[config.mk]
export PLATFORM = sky130hd
export DESIGN_NAME = inst_fetch
export DESIGN_NICKNAME = d
export VERILOG_FILES = /design/src/rtl/fetch_pkg.sv /design/src/rtl/fetch_fifo.sv /design/src/rtl/inst_fetch.sv
export SDC_FILE = /design/constraint.sdc
export NUM_CORES = 1
export LEC_CHECK = 0
export BUFFER_PORTS_ARGS = -buffer_cell sky130_fd_sc_hd__buf_4
export CAP_MARGIN = 40
export CORE_MARGIN = 4
export CORE_UTILIZATION = 59
export DETAILED_ROUTE_END_ITERATION = 8
export PLACE_DENSITY = 0.84
export SETUP_SLACK_MARGIN = 0.15
export SLEW_MARGIN = 20
export SYNTH_ARGS = -nofsm -noshare
export SYNTH_HDL_FRONTEND = slang
export SYNTH_SLANG_ARGS = --single-unit
[constraint.sdc]
create_clock -name Clk -period 11.6 [get_ports Clk]
set_input_delay 0.58 -clock Clk [delete_from_list [all_inputs] [get_ports Clk]]
set_output_delay 0.58 -clock Clk [all_outputs]
set_load 0.03 [all_outputs]
[src/rtl/fetch_pkg.sv]
// Shared widths, reset PC and the output queue entry for the fetch stage.
package fetch_pkg;

  localparam int DEF_ADDR_W = 32;
  localparam int DEF_DATA_W = 32;

  localparam logic [DEF_ADDR_W-1:0] RESET_PC = 32'h0000_3000;

  // One decoded-side entry; err marks a misaligned fetch carrying no instruction.
  typedef struct packed {
    logic [DEF_DATA_W-1:0] instr;
    logic [DEF_ADDR_W-1:0] pc;
    logic                  err;
  } fetch_entry_t;

endpackage

[src/rtl/fetch_fifo.sv]
// Synchronous FIFO with synchronous clear and an occupancy count.
// Clear has priority over push and pop. Depth need not be a power of two.
module fetch_fifo #(
  parameter int WIDTH = 32,
  parameter int DEPTH = 2,
  parameter int CW    = $clog2(DEPTH + 1)   // derived, leave at default
) (
  input  logic             Clk,
  input  logic             Rst_n,
  input  logic             clr,
  input  logic             push,
  input  logic [WIDTH-1:0] wdata,
  input  logic             pop,
  output logic [WIDTH-1:0] rdata,
  output logic [CW-1:0]    count
);

  localparam int PW = (DEPTH > 1) ? $clog2(DEPTH) : 1;

  logic [WIDTH-1:0] mem [DEPTH];
  logic [PW-1:0]    rd_ptr;
  logic [PW-1:0]    wr_ptr;

  function automatic logic [PW-1:0] ptr_inc(input logic [PW-1:0] p);
    return (p == PW'(DEPTH - 1)) ? '0 : p + PW'(1);
  endfunction

  // Pointer and count bookkeeping.
  always_ff @(posedge Clk or negedge Rst_n) begin
    if (!Rst_n) begin
      rd_ptr <= '0;
      wr_ptr <= '0;
      count  <= '0;
    end else if (clr) begin
      rd_ptr <= '0;
      wr_ptr <= '0;
      count  <= '0;
    end else begin
      if (push) wr_ptr <= ptr_inc(wr_ptr);
      if (pop)  rd_ptr <= ptr_inc(rd_ptr);
      case ({push, pop})
        2'b10:   count <= count + CW'(1);
        2'b01:   count <= count - CW'(1);
        default: ;
      endcase
    end
  end

  // Storage array; no reset needed since count gates every read.
  always_ff @(posedge Clk) begin
    if (push && !clr) mem[wr_ptr] <= wdata;
  end

  assign rdata = mem[rd_ptr];

  // Upstream credit logic must never push into a full queue or pop an empty one.
  always_ff @(posedge Clk) begin
    if (Rst_n && !clr) begin
      assert (!(push && !pop && count == CW'(DEPTH)));
      assert (!(pop && count == '0));
    end
  end

endmodule

[src/rtl/inst_fetch.sv]
// Instruction fetch: PC handshake in, in-order memory requests out, and a
// registered output queue of {instr, pc, err} for decode. Flush drops all
// queued work and marks still-outstanding responses for discard.
// The entry struct is fixed at the package widths; ADDR_W/DATA_W must match.
module inst_fetch import fetch_pkg::*; #(
  parameter int DEPTH  = 2,
  parameter int ADDR_W = DEF_ADDR_W,
  parameter int DATA_W = DEF_DATA_W
) (
  input  logic              Clk,
  input  logic              Rst_n,
  input  logic [ADDR_W-1:0] Pc_in,
  input  logic              Pc_valid,
  output logic              Pc_ready,
  output logic              Imem_req,
  output logic [ADDR_W-1:0] Imem_addr,
  input  logic              Imem_gnt,
  input  logic              Imem_rvalid,
  input  logic [DATA_W-1:0] Imem_rdata,
  input  logic              Flush,
  output logic              Inst_valid,
  input  logic              Inst_ready,
  output logic [DATA_W-1:0] Inst_out,
  output logic [ADDR_W-1:0] Inst_pc,
  output logic              Inst_err
);

  localparam int            CW      = $clog2(DEPTH + 1);
  localparam logic [CW:0]   DEPTH_W = (CW + 1)'(DEPTH);

  logic [CW-1:0] inflight;
  logic [CW-1:0] discard_cnt;
  logic [CW-1:0] out_count;
  logic [CW-1:0] pend_count;
  logic          credit_ok;
  logic          aligned;
  logic          base_ok;
  logic          grant;
  logic          mis_take;
  logic          resp_keep;
  logic          out_push;
  logic          out_pop;
  logic [ADDR_W-1:0] pend_pc;
  fetch_entry_t  out_wdata;
  fetch_entry_t  head;

  // In-flight reads and queued entries share one credit pool of DEPTH.
  assign credit_ok = ({1'b0, inflight} + {1'b0, out_count}) < DEPTH_W;
  assign aligned   = (Pc_in[1:0] == 2'b00);
  assign base_ok   = Rst_n & Pc_valid & credit_ok & ~Flush;

  assign Imem_req  = base_ok & aligned;
  assign Imem_addr = Pc_in;
  assign grant     = Imem_req & Imem_gnt;

  // A misaligned PC waits for older reads to drain so it lands in program order.
  assign mis_take  = base_ok & ~aligned & (inflight == '0);
  assign Pc_ready  = grant | mis_take;

  assign resp_keep = Imem_rvalid & (discard_cnt == '0) & ~Flush;
  assign out_push  = resp_keep | mis_take;
  assign out_wdata = resp_keep ? '{instr: Imem_rdata, pc: pend_pc, err: 1'b0}
                               : '{instr: '0,         pc: Pc_in,   err: 1'b1};

  assign Inst_valid = (out_count != '0);
  assign out_pop    = Inst_valid & Inst_ready & ~Flush;
  assign Inst_out   = Inst_valid ? head.instr : '0;
  assign Inst_pc    = Inst_valid ? head.pc    : RESET_PC;
  assign Inst_err   = Inst_valid ? head.err   : 1'b0;

  // Outstanding-read and pending-discard counters.
  always_ff @(posedge Clk or negedge Rst_n) begin
    if (!Rst_n) begin
      inflight    <= '0;
      discard_cnt <= '0;
    end else begin
      inflight <= inflight + CW'(grant) - CW'(Imem_rvalid);
      if (Flush)
        discard_cnt <= inflight - CW'(Imem_rvalid);
      else if (Imem_rvalid && discard_cnt != '0)
        discard_cnt <= discard_cnt - CW'(1);
    end
  end

  // Every kept read has a pending PC; discarded ones do not.
  always_ff @(posedge Clk) begin
    if (Rst_n) begin
      assert (pend_count == inflight - discard_cnt);
      assert (!(Imem_rvalid && inflight == '0));
    end
  end

  fetch_fifo #(.WIDTH(ADDR_W), .DEPTH(DEPTH)) u_pend_q (
    .Clk   (Clk),
    .Rst_n (Rst_n),
    .clr   (Flush),
    .push  (grant),
    .wdata (Pc_in),
    .pop   (resp_keep),
    .rdata (pend_pc),
    .count (pend_count)
  );

  fetch_fifo #(.WIDTH($bits(fetch_entry_t)), .DEPTH(DEPTH)) u_out_q (
    .Clk   (Clk),
    .Rst_n (Rst_n),
    .clr   (Flush),
    .push  (out_push),
    .wdata (out_wdata),
    .pop   (out_pop),
    .rdata (head),
    .count (out_count)
  );

endmodule

==> flow_metrics.env <==
export IMPL_antenna_found_initial=0
export IMPL_antenna_cells=0
export IMPL_run_status="completed"
export IMPL_cts_resized=0
export IMPL_vias_per_cell=5.42
export IMPL_path_max_fanout=41
export IMPL_yosysWarnings=0
export IMPL_syn_inst=584
export IMPL_crit_start="inflight[0]$_DFF_PN0_"
export IMPL_tightest_slew_ns=0.755
export IMPL_vias=4953
export IMPL_area_growth_pct=22.1
export IMPL_powerDensity_mw_per_mm2=187
export IMPL_grt_max_degree=43
export IMPL_finalSetupViolations=0
export IMPL_endpoint="u_out_q.mem[1][56]$_DFFE_PP_"
export IMPL_maxCapViolCount=0
export IMPL_final_antenna_net_count=0
export IMPL_wl_um=16700
export IMPL_worstPathArrival_ns=3.47
export IMPL_grt_pass1_vias=5097
export IMPL_crit_slowest_cell="and2b_2"
export IMPL_crit_path_end_kind="register"
export IMPL_numCtsBuffers=20
export IMPL_r2r_end="u_out_q.mem[1][56]$_DFFE_PP_"
export IMPL_grt_pass1_wl_um=25700
export IMPL_clock_path_buffers=3
export IMPL_tns_ns=0
export IMPL_multi_input_area_mm2=0.00210
export IMPL_r2r_slack_ns=8.25
export IMPL_cp_slowest_stage_delay_ns=0.68
export IMPL_p_comb_share_pct=22.1
export IMPL_setup_worst_path_start_class="register"
export IMPL_finalCriticalPeriod_ns=3.35
export IMPL_cts_root_buf="clkbuf_16"
export IMPL_die_y_um=129
export IMPL_clkPwrFrac_pct=31.0
export IMPL_cts_sinks=204
export IMPL_cts_hold_buf=1
export IMPL_die_w_um=129
export IMPL_critPathKind="reg -> reg"
export IMPL_drc=0
export IMPL_cts_tree="built"
export IMPL_firstDrtPassIters=4
export IMPL_clk_insertion_delay_late_ns=0.49
export IMPL_period_share_pct=28.9
export IMPL_hpwl_um=11000
export IMPL_nFillCells=867
export IMPL_ir_drop_mv=0.117
export IMPL_seq_area_mm2=0.00608
export IMPL_initial_utilization_pct=61.0
export IMPL_wl_per_cell_um=18.3
export IMPL_synth_distinct_cells=35
export IMPL_htreeDepth=1
export IMPL_ys_seq_elements=204
export IMPL_finalNetCount=800
export IMPL_hp_class="in -> reg"
export IMPL_maxSlewHeadroom_pct=49.5
export IMPL_syn_num_nets=660
export IMPL_cts_setup_buffers=0
export IMPL_track_usage_pct=19.7
export IMPL_path_cells="and2_1 > fa_1 > and4bb_2 > and4bb_1 > nor2_2 > and2b_2 > buf_4"
export IMPL_drv_slew=0
export IMPL_dp_cells=881
export IMPL_rows=43
export IMPL_reg2reg_depth=7
export IMPL_ys_seq_area_share_pct=70.9
export IMPL_swShare_pct=28.1
export IMPL_fin_cells=913
export IMPL_core_area_mm2=0.0140
export IMPL_syn_cell_area_mm2=0.00857
export IMPL_cts_clk_slew_worst_paths_ns=0.06
export IMPL_p_sw_uw=549
export IMPL_detail_route_iter0_violations=405
export IMPL_required_ns=11.72
export IMPL_syn_area_per_cell_um2=14.7
export IMPL_seqPwrFrac_pct=46.9
export IMPL_fmax_mhz=298
export IMPL_overflow=0
export IMPL_r2r_start="inflight[0]$_DFF_PN0_"
export IMPL_hold_violations=0
export IMPL_drive_above_1_share_pct=29.3
export IMPL_io_buffers=170
export IMPL_io_pins=171
export IMPL_intPower_uw=1410
export IMPL_dieArea_mm2=0.0165
export IMPL_clock_skew_ns=0.00894
export IMPL_rsz0062_at_grt="no"
export IMPL_cellLeakagePower_uw=0.00394
export IMPL_place_congestion=0.794
[synth_stat cells]
cell type,instances,area share [%]
nor2_4,1,0.13
and4bb_2,1,0.15
xnor2_1,4,0.41
and4bb_1,1,0.15
mux2_2,1,0.13
or2b_2,1,0.10
a21oi_1,2,0.12
clkbuf_1,11,0.48
nor3b_1,1,0.088
dfrtp_1,10,2.9
clkbuf_2,1,0.058
and2_1,33,2.4
xor2_1,3,0.31
fa_1,1,0.23
buf_4,36,3.2
o211a_1,1,0.12
or3_1,1,0.073
o311a_1,1,0.12
nand2b_1,1,0.073
nand3_1,1,0.058
buf_2,12,0.70
and3_2,1,0.088
clkbuf_8,1,0.16
ha_1,4,0.58
nor2_1,74,3.2
nor2b_1,1,0.073
inv_1,9,0.39
and2b_2,1,0.10
nand2_1,39,1.7
edfxtp_1,194,68
nor3_1,1,0.058
a21boi_0,1,0.088
nor2_2,2,0.15
o21ai_0,34,2.0
mux2i_1,98,11
[power groups by stage]
stage          registers, µW  clock network, µW  logic, µW
6_report                 917                607        433
5_1_grt                  922                656        470
4_1_cts                  917                618        437
3_5_place_dp             933                  0        433
3_3_place_gp             948                  0        392
2_1_floorplan            911                  0        308
[per-stage QoR]
| step | hold slack (ns) | setup slack, ns | util, % | instance area [µm²] | total power [µW] |
|---|---|---|---|---|---|
| floorplan | 0.284 | 6.81 | - | 8570 | 1220 |
| global placement | 0.415 | 8.34 | 69.3 | 9740 | 1340 |
| detailed placement | 0.422 | 8.25 | 70.2 | 9850 | 1370 |
| CTS | 0.278 | 8.22 | 74.6 | 10500 | 1970 |
| global route | 0.280 | 8.06 | 74.6 | 10500 | 2050 |
| finish | 0.297 | 8.25 | 74.6 | 10500 | 1960 |
[logic make-up after synthesis]
logic type | share of synthesized area (%)
and+or+nand+nor | 8.64
adders and majority gates | 0.817
AOI/OAI and AO/OA | 2.42
muxes | 11.6
buffers and inverters | 4.95
xor gates and xnor gates | 0.715
DFF | 70.9
[area by class of cell]
type	count	share of cell area (%)
Multi-Input combinational cell	310	20.1
Clock inverter	4	0.765
Inverter	9	0.323
Timing Repair Buffer	179	13.6
Tap cell	180	2.15
Sequential cell	204	58.1
Clock buffer	27	5.03
[critical path, delay by kind of cell, from the launching register on]
family	cells	cell delay [ns]
DFF	1	0.42
buffers and inverters	1	0.58
adders and majority gates	1	0.42
and+or+nand+nor	5	1.52
[per-layer routing]
metal / track usage, % / routed length, µm / vias up
met5: 0 / 0 / -
met4: 6.05 / 341 / 0
met3: 3.53 / 1420 / 26
met2: 34.6 / 8550 / 194
met1: 25.3 / 6420 / 2394
li1: - / - / 2339
[state kept, by name, summed over array words and instances (netlist names)]
signal           cells
u_out_q.mem        130
u_pend_q.mem        64
discard_cnt          2
inflight             2
u_out_q.count        2
u_out_q.rd_ptr       1
u_out_q.wr_ptr       1
u_pend_q.rd_ptr      1
u_pend_q.wr_ptr      1
[worst min-delay path by stage]
stage | start | endpoint | slack, ns | depth (start not counted)
after global routing | Pc_in[21] | u_pend_q.mem[0][21]$_DFFE_PP_ | 0.28 | 1
after detailed placement | Rst_n | inflight[1]$_DFF_PN0_ | 0.42 | 1
after CTS | Pc_in[21] | u_pend_q.mem[0][21]$_DFFE_PP_ | 0.28 | 1
after global placement | Rst_n | discard_cnt[1]$_DFFE_PN0P_ | 0.41 | 1
final | Pc_in[24] | u_pend_q.mem[1][24]$_DFFE_PP_ | 0.30 | 1
after floorplan | Rst_n | discard_cnt[0]$_DFFE_PN0P_ | 0.28 | 0
[cell usage in the layout (no fill, tap or decap), types with 2 or more instances in the layout]
master / n
xor2_1: 3
buf_16: 2
ha_1: 4
clkbuf_1: 7
inv_1: 8
bufinv_16: 2
dfrtp_1: 8
xnor2_1: 4
edfxtp_1: 194
clkbuf_16: 20
buf_4: 173
o21ai_0: 34
nand2_1: 39
nor2_4: 5
a21oi_1: 2
buf_12: 3
and2_1: 33
mux2i_1: 98
nor2_1: 71
(Power assumes the default switching activity.)
